File: src/rtl/br_mask_ctrl_pkg.sv
// Shared types and helpers for the R10K branch-mask controller.
// Mask width comes from `BR_MASK_W (default 4).
`ifndef BR_MASK_W
`define BR_MASK_W 4
`endif

package br_mask_ctrl_pkg;

  localparam int BR_NUM = `BR_MASK_W;
  localparam int IDX_W  = (BR_NUM > 1) ? $clog2(BR_NUM) : 1;

  typedef logic [BR_NUM-1:0] br_mask_t;
  typedef logic [IDX_W-1:0]  br_idx_t;

  // One-hot of the lowest-index clear bit; zero when every bit is set.
  function automatic br_mask_t lowest_zero(input br_mask_t m);
    br_mask_t res;
    logic     found;
    res   = '0;
    found = 1'b0;
    for (int i = 0; i < BR_NUM; i++) begin
      if (!m[i] && !found) begin
        res[i] = 1'b1;
        found  = 1'b1;
      end
    end
    return res;
  endfunction

  function automatic br_idx_t onehot_idx(input br_mask_t oh);
    br_idx_t idx;
    idx = '0;
    for (int i = 0; i < BR_NUM; i++) begin
      if (oh[i]) idx = idx | IDX_W'(i);
    end
    return idx;
  endfunction

endpackage

File: src/rtl/br_mask_alloc.sv
// Lowest-free-tag picker: one-hot candidate tag and full flag from the occupancy mask.
module br_mask_alloc
  import br_mask_ctrl_pkg::*;
(
  input  br_mask_t mask_i,
  output br_mask_t pick_o,
  output logic     full_o
);

  assign pick_o = lowest_zero(mask_i);
  assign full_o = &mask_i;

endmodule

File: src/rtl/br_mask_ctrl.sv
// Branch-mask controller: allocates one-hot branch tags, frees them on correct
// resolution and restores snapshots on misprediction. Optional BR_MASK_ERR_EN adds err_o.
module br_mask_ctrl
  import br_mask_ctrl_pkg::*;
#(
  parameter int BR_NUM = br_mask_ctrl_pkg::BR_NUM
) (
  input  logic              clk,
  input  logic              rst,
  input  logic              is_br_i,
  input  logic              br_result_i,
  input  logic              br_right_i,
  input  logic [BR_NUM-1:0] br_bit_i,
  output logic [BR_NUM-1:0] br_mask_o,
  output logic [BR_NUM-1:0] br_dep_mask_o,
  output logic [BR_NUM-1:0] br_bit_o,
  output logic              full_o,
  output logic [BR_NUM-1:0] rc_sel_o,
  output logic [BR_NUM-1:0] squash_mask_o
`ifdef BR_MASK_ERR_EN
  ,
  output logic              err_o
`endif
);

  br_mask_t cur_q, cur_d;
  br_mask_t stack_q [BR_NUM];
  br_mask_t stack_d [BR_NUM];
  br_mask_t pick;
  br_idx_t  res_idx;
  logic     bad_res, res_ok, right_res, wrong_res, alloc;

`ifdef BR_MASK_ERR_EN
  logic err_q;
  // A resolution tag must be exactly one-hot and currently outstanding.
  assign bad_res = br_result_i &&
                   ((br_bit_i == '0) || ((br_bit_i & (br_bit_i - 1'b1)) != '0) ||
                    ((br_bit_i & cur_q) == '0));
  assign err_o   = err_q;

  always_ff @(posedge clk or posedge rst) begin
    if (rst) err_q <= 1'b0;
    else     err_q <= err_q | bad_res;
  end
`else
  assign bad_res = 1'b0;
`endif

  assign res_ok    = br_result_i && !bad_res;
  assign right_res = res_ok && br_right_i;
  assign wrong_res = res_ok && !br_right_i;
  assign res_idx   = onehot_idx(br_bit_i);

  br_mask_alloc u_alloc (
    .mask_i (cur_q),
    .pick_o (pick),
    .full_o (full_o)
  );

  // The pick comes from the registered mask, so a tag freed this cycle is never reused
  // until its entry has dropped mask_bit_i.
  assign alloc         = is_br_i && !full_o && !wrong_res;
  assign br_bit_o      = alloc ? pick : '0;
  assign br_dep_mask_o = right_res ? (cur_q & ~br_bit_i) : cur_q;
  assign br_mask_o     = cur_q;
  assign rc_sel_o      = wrong_res ? br_bit_i : '0;
  assign squash_mask_o = wrong_res ? (cur_q & ~stack_q[res_idx]) : '0;

  always_comb begin
    cur_d   = br_dep_mask_o | br_bit_o;
    stack_d = stack_q;
    if (wrong_res) cur_d = stack_q[res_idx];
    for (int i = 0; i < BR_NUM; i++) begin
      if (right_res)   stack_d[i] = stack_q[i] & ~br_bit_i;
      if (br_bit_o[i]) stack_d[i] = br_dep_mask_o;
    end
  end

  always_ff @(posedge clk or posedge rst) begin
    if (rst) begin
      cur_q <= '0;
      for (int i = 0; i < BR_NUM; i++) stack_q[i] <= '0;
    end else begin
      cur_q   <= cur_d;
      stack_q <= stack_d;
    end
  end

endmodule

File: config.mk
export PLATFORM = sky130hd
export DESIGN_NAME = br_mask_ctrl
export DESIGN_NICKNAME = d
export VERILOG_FILES = /design/src/rtl/br_mask_ctrl_pkg.sv /design/src/rtl/br_mask_alloc.sv /design/src/rtl/br_mask_ctrl.sv
export SDC_FILE = /design/constraint.sdc
export NUM_CORES = 1
export LEC_CHECK = 0
export ABC_AREA = 1
export CORE_ASPECT_RATIO = 0.7
export CORE_UTILIZATION = 30
export CTS_CLUSTER_DIAMETER = 40
export DETAILED_ROUTE_END_ITERATION = 16
export GPL_TIMING_DRIVEN = 0
export PLACE_DENSITY = 0.64
export SYNTH_ARGS = -nofsm -noshare
export SYNTH_HDL_FRONTEND = slang
export SYNTH_SLANG_ARGS = --single-unit
File: constraint.sdc
create_clock -name clk -period 2.3 [get_ports clk]
set_input_delay 0.345 -clock clk [delete_from_list [all_inputs] [get_ports clk]]
set_output_delay 0.345 -clock clk [all_outputs]
set_load 0.01 [all_outputs]
Yosys cells after proc, flatten, opt, wreduce, memory -nomap -nowiden. Index checks and enable logic that the tools add are counted.

Flip-flop bits (word level): 20. Latch bits: 0. Memory bits (writable): 0. Memory bits (read-only): 0. Input port bits: 9. Output and inout port bits: 21. Logic and storage cells: 61. Memories kept: 0.

Add/subtract/negate cells: 0. Multiply operators: 0. Divide/modulo/power cells: 0. Order comparisons: 1. Equal/unequal tests: 0. Shifts and indexed selects: 0. Muxes and demuxes: 25. Bitwise logic cells: 10. Reduce and logical (&&, ||, !) cells: 20.

Operators by type and width (number): $mux 4 (15); $and 4x4->4 (6); $bmux 4 s2 (1); $logic_not 1->1 (8); $not 4->4 (2); $reduce_bool 2->1 (4); $logic_and 1x1->1 (7); $mux 1 (7); $mux 2 (2); $or 4x4->4 (1); $reduce_and 4->1 (1); $ge 3x3->1 const B (1); $not 2->3 (1).

Longest topological paths before layout. Gate-level depths: netlist of the first run.

Depth in word-level cells: 12. Gate-level depth with buffers: 7. Gate-level depth less buffers: 7.

Cells and area by module. From an unflattened synthesis of the first run, not the netlist that was laid out.

Cells, all modules: 163. Area, all modules: 1171.1 sq um.

By module, submodules not included: br_mask_ctrl (times used 1, cells each 155, area each 1139.8 sq um, sequential area each 500.5 sq um); br_mask_alloc (times used 1, cells each 8, area each 31.3 sq um, sequential area each 0.0 sq um).

Worst setup path before layout of the first run. OpenSTA, ideal clock, no wires.

Kind: input to output. Start point: input br_bit_i[1]. End point: output squash_mask_o[1]. Data arrival time: 1.104 ns. Required time: 1.955 ns. Setup slack: 0.851 ns. Cell stages on the path: 5. Cell sequence: buf_2 or2_2 nand2_1 nand2_1 a21oi_1.

Cells in the longest elaborated chain, start to end: 10.

RTL lines: start: declaration (RTL line br_mask_ctrl.sv:13) `input logic [BR_NUM-1:0] br_bit_i,`; $mux 1 (RTL line br_mask_ctrl_pkg.sv:34) `if (oh[i]) idx = idx | IDX_W'(i);`; $mux 2 (2 in a row) (RTL line br_mask_ctrl_pkg.sv:34); $not 2->3 (implied by the code) (RTL line br_mask_ctrl.sv:67) `assign squash_mask_o = wrong_res ? (cur_q & ~stack_q[res_idx]) : '0;`; $bmux 4 s2 (RTL line br_mask_ctrl.sv:67); $mux 4 (implied by the code) (2 in a row) (RTL line br_mask_ctrl.sv:67); $not 4->4 (RTL line br_mask_ctrl.sv:67); $and 4x4->4 (RTL line br_mask_ctrl.sv:67); $mux 4 (RTL line br_mask_ctrl.sv:67); end: declaration (RTL line br_mask_ctrl.sv:19) `output logic [BR_NUM-1:0] squash_mask_o`.

Every way passes these cells. The select of a mux whose other input is x is not followed.

Worst setup path after layout of the first run.
Start point: input br_bit_i[2]. End point: output squash_mask_o[2].

Cells in the longest elaborated chain, start to end: 9.

RTL lines (RTL line): $mux 2 (2 in a row) (br_mask_ctrl_pkg.sv:34); $not 2->3 (implied by the code) (br_mask_ctrl.sv:67); $bmux 4 s2 (br_mask_ctrl.sv:67); $mux 4 (implied by the code) (2 in a row) (br_mask_ctrl.sv:67); $not 4->4 (br_mask_ctrl.sv:67); $and 4x4->4 (br_mask_ctrl.sv:67); $mux 4 (br_mask_ctrl.sv:67).

Every way passes these cells. The select of a mux whose other input is x is not followed.

==> out/results.ini, run 1 <==
[critical_path]
critPathMaxFanout = 5
worstSetupStartpointType = primary input
critical_path_class = primary input to primary output
worstPathArrival_ps = 1880
endpoint_kind = primary output
required_ps = 1960

[floorplan]
dieWidth_um = 75.7
io_pins = 30
coreArea_um2 = 3580
rows = 18
die_h_um = 53.6
start_util_pct = 31.9
dieArea_um2 = 4060

[grt]
antenna_found_initial = 0
grt_usage_pct = 16.4
met1_usage_pct = 23.5
grt.overflow.total = 0
grt_pass1_wl_mm = 4.79
grt_use_met2_pct = 24.9
use_met3_pct = 4.68
first_global_vias = 998
grt_max_degree = 21
grt.busiest_layer = met2

[cts]
path_clk_slew_ps = 70
cts.sinks = 20
clock_path_buffers = 2
root_buffer = clkbuf_8
cts_tree = yes
insertion_delay_ps = 260
h-tree-depth = 1
numCtsBuffers = 3

[flow_run]
drv_cap = 0

[final_layout]
drive_above_1_share_pct = 11.1
finalNonFillerCells = 240
antenna_cells = 0
synthToLayoutAreaGrowth_pct = 36.1
fin_nets = 201

[routing]
drt-pass1-iter-count = 4
ant_nets = 0
vias_per_cell = 4.54
wl_per_cell_um = 12.2
drcViolationCount = 0
num_vias = 1089
wl_mm = 2.92
drt_iter0_drc = 78

[timing]
period_share_pct = 96.9
rsz0062_at_grt = no
timing.fmax_ghz = 0.449
hold_viol = 0
setup_viol = 0
relSlewSlack_pct = 48.5
report.final.slew_viol_count = 0
clock_skew_ps = 2.02
worst_pin_slew_ps = 772
post-route-min-period_ps = 2230
worst_slack_ps = 72.2

[outcome]
status = completed

[placed_design]
port_buffers = 28
gp_congestion = 0.747
dp_worst_setup_slack_ps = -233
dp_hpwl_mm = 2.25
dp.cells = 235

[yosys]
synthDistinctLibCells = 16
syn-num-nets = 166
netlist_area_um2 = 1140
syn_inst = 157
avgSynthCellArea_um2 = 7.27
ys_seq_elements = 20
seq_area_frac_synth_pct = 43.9
synth_warnings = 0

[power_and_ir_drop]
totalPowerFinal_w = 0.00103
peakVddDrop_mv = 0.397
p_leak_nw = 0.825
p_per_area_nw_per_um2 = 664

[min_path]
hold_class = flip-flop to flip-flop

## stage by stage
step	util [%]	setup TNS (ps)	hold WS, ps	area (um^2)
2_1_floorplan	-	0	309	1140
3_3_place_gp	41.4	-1020	477	1480
3_5_place_dp	41.4	-1050	482	1480
4_1_cts	43.1	0	499	1540
5_1_grt	43.4	0	514	1550
6_report	43.4	0	500	1550
## logic make-up (layout without fill, tap and decap cells)
logic type / count (synthesis) / in the layout / synth area share (%)
AND/OR/NAND/NOR: 90 / 90 / 38.0
buffers and inverters: 26 / 59 / 8.66
AO/OA/AOI/OAI: 21 / 21 / 9.43
flip-flops: 20 / 20 / 43.9
## timing repair
item,4_1_cts,5_1_grt
pin swaps,1,0
setup buffers,2,0
hold endpoints to repair,0,0
gates cloned,0,0
hold buffers,0,0
endpoints found under the setup margin,10,4
gates resized for setup,6,4
## path summary, 6_finish.rpt
check,start,to,slack (ps),depth (start not counted)
max in group asynchronous,rst,br_mask_o[1],1250,2
max,br_bit_i[2],squash_mask_o[2],70,6
min,stack_q[5],stack_q[5],500,1
min reg2reg,stack_q[5],stack_q[5],500,1
min in group asynchronous,rst,stack_q[13],520,2
max reg2reg,br_mask_o[0],stack_q[0],1130,5
## worst max-delay path, stage by stage
cell	delay (ps)
clkdlybuf4s50_1	520
nor2_2	90
inv_2	110
nand3_1	110
a21oi_1	150
clkdlybuf4s50_1	550
## final cells by class
cell class | count | area, um^2
fillers | 373 | 2030
multi-input cells | 111 | 549
plain buffers | 1 | 5.00
clock buffers | 3 | 41.3
well taps | 50 | 62.6
flip-flops and latches | 20 | 502
repair buffers | 30 | 299
inverters | 25 | 93.8
## state kept, by name (all words and copies together) (netlist names)
| name | flops |
|---|---|
| br_mask_o | 4 |
| stack_q | 16 |
## routing by layer
layer / share of wire (%) / routed length, um
met5: 0 / 0
met4: 0.14 / 4
met3: 6.3 / 184
met2: 42 / 1230
met1: 51 / 1500
## cell usage in the layout (no fill, tap or decap)
cell	netlist	routed
nor3_1	2	2
nor2_4	0	1
o21ai_0	14	14
buf_2	1	1
o21a_1	1	1
dfrtp_2	0	1
dlymetal6s2s_1	0	3
or2_2	3	3
nand2_4	2	2
a21oi_1	6	6
clkbuf_8	0	3
clkdlybuf4s50_1	0	22
dfrtp_1	20	19
buf_4	0	2
nor2_1	14	13
dlygate4sd2_1	0	3
nand2_1	46	46
nand3_1	17	17
inv_2	1	2
nand3_2	2	2
nor2_2	2	2
nor2_8	2	2
inv_1	24	23
## where the power goes
part / internal, W / switching (W)
Clock: 0.000117 / 0.000113
Combinational: 0.000156 / 0.000186
Sequential: 0.000413 / 0.0000455
## cell usage after synthesis (all sizes together)
cell type	instances	area share, %
a21oi	6	2.6
o21a	1	0.66
nand3	19	9.2
buf	1	0.44
inv	25	8.2
or2	3	1.6
nor2	18	9.2
nor3	2	0.88
o21ai	14	6.1
nand2	48	17
dfrtp	20	44
Power figures use the tool's default switching activity.
==> run 2, diff against run 1 <==
- PLACE_DENSITY: 0.64 -> 0.63
- SYNTH_HIERARCHICAL: default -> 1
==> run 2 against run 1 <==
Net effect: worst hold slack improved by 13 ps; wire length increased by 7.0%; fmax decreased by 2.5%; critical path depth increased by 1; via count increased by 9.0%; final cell count increased by 3.8%; clock-buffer cell count unchanged; flip-flop and latch count unchanged; global-route usage decreased by 0.13 points; setup slack got worse by 56 ps; register-to-register slack got worse by 230 ps; first-iteration DRC count decreased by 21%; critical endpoint is now br_dep_mask_o[3]; largest power group unchanged; highest routed layer is now met3.
==> out/results.ini, run 2 <==
[final_layout]
synthToLayoutAreaGrowth_pct = 39.4
drive_above_1_share_pct = 12.1  ; +1.0 points
final_cell_mix = 42 x nand2_1, 29 x nand3_1, 27 x inv_1
regMostFlops = stack_q
fin_nets = 210  ; +4.5%
antenna_cells = 0  ; unchanged
finalNonFillerCells = 249  ; +3.8%
final_common_cell = nand2_1
fin_util_pct = 45.0  ; +1.7 points
largest_register_ffs = 16  ; unchanged

[grt]
grt.busiest_layer = met2
use_met3_pct = 4.67  ; -0.015 points
grt_usage_pct = 16.2  ; -0.13 points
grt_pass1_wl_mm = 5.05  ; +5.5%
grt_use_met2_pct = 26.5  ; +1.6 points
met1_usage_pct = 22.2  ; -1.2 points
grt.overflow.total = 0  ; unchanged
grt_max_degree = 21  ; unchanged
antenna_found_initial = 0  ; unchanged
first_global_vias = 1026  ; +2.8%

[placed_design]
dp_hpwl_mm = 2.20  ; -2.2%
port_buffers = 29  ; +3.6%
dp.cells = 242  ; +3.0%
gp_congestion = 0.786  ; +5.2%

[floorplan]
dieArea_um2 = 4160  ; +2.5%
dieWidth_um = 76.7  ; +1.3%
rows = 18  ; unchanged
die_h_um = 54.3  ; +1.3%
coreArea_um2 = 3630  ; +1.3%
start_util_pct = 32.3  ; +0.43 points
io_pins = 30  ; unchanged

[yosys]
yosysTopAreaCell = dfrtp_1
synthFlopType = dfrtp_1
netlist_top_cells_area = dfrtp_1 43%, nand2_1 15%, nand3_1 12%
synth.most_common_cell = nand2_1
synth_warnings = 6  ; +6
seq_area_frac_synth_pct = 42.7  ; -1.1 points
ys_async_sr_fraction_pct = 100  ; unchanged
synth-edff-count = 0  ; unchanged
ys_seq_elements = 20  ; unchanged
ys_top_cells_by_count = 46 x nand2_1, 29 x nand3_1, 28 x inv_1
syn-num-nets = 172  ; +3.6%
syn_inst = 163  ; +3.8%
yosys.area.top_type_share_pct = 42.7  ; -1.1 points
synthDistinctLibCells = 15  ; -1
netlist_area_um2 = 1170  ; +2.6%
avgSynthCellArea_um2 = 7.18  ; -1.1%

[power_and_ir_drop]
totalPowerFinal_w = 0.00128  ; +24%
p_sw_share_pct = 37.1  ; +3.6 points
p_seq_share_pct = 42.7  ; -1.8 points
p_leak_nw = 0.858  ; +4.0%
p_sw_w = 0.000474  ; +37%
clock_power_share_pct = 18.4  ; -3.9 points
peakVddDrop_mv = 0.453  ; +14%
p_per_area_nw_per_um2 = 783  ; +18%
intPower_w = 0.000804  ; +17%
pwr-share-comb_pct = 38.9  ; +5.7 points

[routing]
ant_nets = 0  ; unchanged
wl_per_cell_um = 12.6  ; +3.2%
drt-pass1-iter-count = 4  ; unchanged
num_vias = 1187  ; +9.0%
wl_mm = 3.13  ; +7.0%
drt_iter0_drc = 62  ; -21%
vias_per_cell = 4.77  ; +5.1%
drcViolationCount = 0  ; unchanged

[critical_path]
endpoint_kind = primary output
worstPathArrival_ps = 1940  ; +60 ps
worstSetupStartpointType = primary input
r2r_setup_slack_ps = 900  ; -230 ps
required_ps = 1960  ; about the same
critical_path_class = primary input to primary output
rr_worst_depth = 7  ; +2
reg2reg_to = stack_q[13]
r2r_start = br_mask_o[0]
critPathMaxFanout = 6  ; +1

[timing]
rsz0062_at_grt = yes
post-route-min-period_ps = 2280  ; +56.0 ps
timing.fmax_ghz = 0.438  ; -2.5%
fin_setup_tns_ps = 0  ; unchanged
period_share_pct = 99.3  ; +2.4 points
fin_hold_ws_ps = 513  ; +12.5 ps
worst_pin_slew_ps = 780  ; +7.70 ps
relSlewSlack_pct = 47.9  ; -0.51 points
clock_skew_ps = 2.27  ; +0.247 ps
setup_viol = 0  ; unchanged
report.final.slew_viol_count = 0  ; unchanged
hold_viol = 0  ; unchanged

[cts]
root_buffer = clkbuf_8
cts.sinks = 20  ; unchanged
cts_tree = yes
h-tree-depth = 1  ; unchanged
numCtsBuffers = 3  ; unchanged
insertion_delay_ps = 260  ; about the same
clock_path_buffers = 2  ; unchanged
path_clk_slew_ps = 70  ; about the same
postCtsHoldBufs = 0  ; unchanged

[min_path]
hold_start = stack_q[14]
holdPathStages = 2  ; +1
hold_path_end = stack_q[14]
hold_class = flip-flop to flip-flop

[outcome]
status = completed

[flow_run]
drv_cap = 0  ; unchanged

run 2: repair_timing:
item / CTS / global route
pin swaps: 0 / 2
gates resized for setup: 14 / 6
setup endpoints to repair: 10 / 7
endpoints found under the hold margin: 0 / 0
buffers inserted: 0 / 4
run 2: logic make-up after synthesis:
kind of cell,after synthesis,share of synthesized area [%]
simple gates,91,37.7
buf+inv,31,10.6
compound gates,21,8.97
flops,20,42.7
run 2: worst max-delay path by stage:
stage,from,end,slack [ps],cells after the start
final,br_result_i,br_dep_mask_o[3],20,7
after detailed placement,br_bit_i[1],squash_mask_o[1],-210,7
after global routing,br_result_i,br_dep_mask_o[1],-70,7
after global placement,br_bit_i[1],squash_mask_o[1],-230,7
after floorplan,br_mask_o[0],br_bit_o[2],750,5
after CTS,is_br_i,br_bit_o[2],4,4
run 2: final cells by class:
cell class	count	area, um^2
fillers	383	1990
clock buffers	3	41.3
flip-flops and latches	20	503
multi-input cells	112	583
well taps	50	62.6
repair buffers	33	319
plain buffers	1	11.3
inverters	30	113
run 2: stage by stage:
step	setup WS (ps)	instance area, um^2
finish	16.3	1630
global route	-67.4	1630
CTS	3.77	1590
detailed placement	-210	1520
global placement	-226	1520
floorplan	749	1170
run 2: power groups by stage:
stage / Combinational [W] / Clock, W / Sequential, W
floorplan: 0.000266 / 0 / 0.000530
global route: 0.000555 / 0.000255 / 0.000561
detailed placement: 0.000471 / 0 / 0.000543
finish: 0.000496 / 0.000235 / 0.000546
global placement: 0.000467 / 0 / 0.000540
CTS: 0.000483 / 0.000239 / 0.000538
run 2: worst max-delay path, stage by stage:
cell and delay (ps):
clkdlybuf4s50_1 530, nand2_1 70, inv_1 130, nand2_1 180
nand2_2 150, inv_1 50, clkdlybuf4s50_1 480
run 2: layer usage:
metal,vias up,part of all wire (%)
li1,594,-
met5,-,0
met3,0,8.0
met4,0,0
met2,42,40
met1,551,52
==> run 3, diff against run 2 <==
- CORE_UTILIZATION: 30 -> 44
- PLACE_DENSITY: 0.63 -> 0.83
- TNS_END_PERCENT: default -> 20
==> run 3 against run 2 <==
Net effect: via count increased by 3.5%; core utilization is 20 points higher; register-to-register slack worse by 50 ps; flip-flop and latch count stayed put; setup slack gained 17 ps; clock skew rose by 1.7 ps; largest cell class unchanged.
==> out/results.ini, run 3 (synthesis results as in run 2) <==
[outcome]
status = completed

[routing]
drt_iter0_drc = 130  ; +110%
wl_mm = 3.21  ; +2.6%
num_vias = 1229  ; +3.5%
wl_per_cell_um = 13.7  ; +8.7%
ant_nets = 0  ; unchanged
drt-pass1-iter-count = 4  ; unchanged
drcViolationCount = 0  ; unchanged
vias_per_cell = 5.23  ; +9.7%

[grt]
grt_pass1_wl_mm = 4.85  ; -4.0%
grt.overflow.total = 0  ; unchanged
antenna_found_initial = 0  ; unchanged
grt_usage_pct = 23.4  ; +7.1 points
first_global_vias = 1017  ; -0.88%
grt_max_degree = 21  ; unchanged

[cts]
postCtsHoldBufs = 0  ; unchanged
numCtsBuffers = 3  ; unchanged
cts.sinks = 20  ; unchanged
cts_tree = yes
path_clk_slew_ps = 80  ; about the same
clock_path_buffers = 2  ; unchanged
insertion_delay_ps = 270  ; about the same
h-tree-depth = 1  ; unchanged
root_buffer = clkbuf_8

[placed_design]
dp_hpwl_mm = 2.23  ; +1.3%
gp_congestion = 0.849  ; +8.1%
dp_worst_setup_slack_ps = -225  ; -14.7 ps
port_buffers = 29  ; unchanged

[timing]
clock_skew_ps = 3.94  ; +1.67 ps
worst_slack_ps = 33.3  ; +17.0 ps
post-route-min-period_ps = 2270  ; -17.0 ps
relSlewSlack_pct = 48.5  ; +0.57 points
hold_viol = 0  ; unchanged
report.final.slew_viol_count = 0  ; unchanged
rsz0062_at_grt = yes
timing.fmax_ghz = 0.441  ; +0.75%
setup_viol = 0  ; unchanged
worst_pin_slew_ps = 771  ; -8.49 ps
fin_setup_tns_ps = 0  ; unchanged
period_share_pct = 98.6  ; -0.74 points

[final_layout]
final_cell_mix = 44 x nand2_1, 29 x nand3_1, 27 x inv_1
synthToLayoutAreaGrowth_pct = 39.0
fin_util_pct = 65.2  ; +20 points
antenna_cells = 0  ; unchanged
regMostFlops = stack_q
final_common_cell = nand2_1
fin_nets = 211  ; +0.48%
drive_above_1_share_pct = 11.9  ; -0.12 points
largest_register_ffs = 16  ; unchanged

[power_and_ir_drop]
intPower_w = 0.000837  ; +4.2%
p_sw_w = 0.000483  ; +1.8%
pwr-share-comb_pct = 37.7  ; -1.2 points
p_per_area_nw_per_um2 = 811  ; +3.6%
p_leak_nw = 0.876  ; +2.1%
peakVddDrop_mv = 0.446  ; -1.6%
p_sw_share_pct = 36.6  ; -0.54 points
p_seq_share_pct = 41.2  ; -1.5 points
clock_power_share_pct = 21.1  ; +2.7 points

[critical_path]
critical_path_class = primary input to primary output
worstSetupStartpointType = primary input
startpoint = br_result_i
critPathMaxFanout = 6  ; unchanged
r2r_start = br_mask_o[0]
required_ps = 1960  ; about the same
worstPathArrival_ps = 1920  ; -20 ps
endpoint_kind = primary output

[floorplan]
coreArea_um2 = 2500  ; -31%
die_h_um = 45.2  ; -17%
rows = 15  ; -3
start_util_pct = 46.9  ; +15 points
dieWidth_um = 63.7  ; -17%
dieArea_um2 = 2880  ; -31%
io_pins = 30  ; unchanged

[min_path]
hold_class = primary input to async pin

[flow_run]
drv_cap = 0  ; unchanged

==> run 3: per-layer routing <==
metal	up-vias	part of all wire (%)	GRT usage (%)
met2	59	46	36.8
met3	4	7.9	4.80
met4	0	1.2	8.18
met1	568	45	32.4
li1	598	-	-
met5	-	0	0
==> run 3: per-stage QoR <==
stage	cell area (um^2)	power (W)	hold WS, ps	instances
floorplan	1170	0.000796	309	163
global placement	1500	0.000993	490	226
detailed placement	1500	0.00101	501	226
CTS	1580	0.00129	517	230
global route	1630	0.00140	552	235
finish	1630	0.00132	515	235
==> run 3: worst paths after layout <==
path / endpoint / slack [ps] / cells past startpoint
min in group clk: stack_q[12] / 520 / 2
hold reg to reg: stack_q[12] / 520 / 2
hold / removal: stack_q[1] / 510 / 2
max in group asynchronous: br_mask_o[0] / 1250 / 2
setup reg to reg: stack_q[7] / 850 / 7
setup / recovery: br_dep_mask_o[0] / 30 / 7
==> run 3: final cells by class <==
cell class | count | area [um^2]
repair buffers | 34 | 325
fillers | 239 | 868
clock buffers | 4 | 55.1
flip-flops and latches | 20 | 503
well taps | 34 | 42.5
multi-input cells | 112 | 578
inverters | 30 | 113
plain buffers | 1 | 11.3
==> run 3: critical path, stage by stage <==
cell and delay (ps):
clkdlybuf4s50_1 520, nand2_1 70, inv_1 120, nand2_1 170
nand2_1 170, inv_1 60, clkdlybuf4s50_1 470
==> run 3: power by group through the flow <==
| stage | Clock (W) | Sequential (W) | Combinational [W] |
|---|---|---|---|
| 2_1_floorplan | 0 | 0.000530 | 0.000266 |
| 3_3_place_gp | 0 | 0.000537 | 0.000456 |
| 3_5_place_dp | 0 | 0.000545 | 0.000470 |
| 4_1_cts | 0.000277 | 0.000538 | 0.000477 |
| 5_1_grt | 0.000291 | 0.000558 | 0.000550 |
| 6_report | 0.000279 | 0.000544 | 0.000497 |
==> run 3: timing repair <==
action / 4_1_cts / 5_1_grt
pin swaps: 1 / 3
setup buffers: 0 / 5
endpoints found under the setup margin: 9 / 7
gates resized for setup: 12 / 7
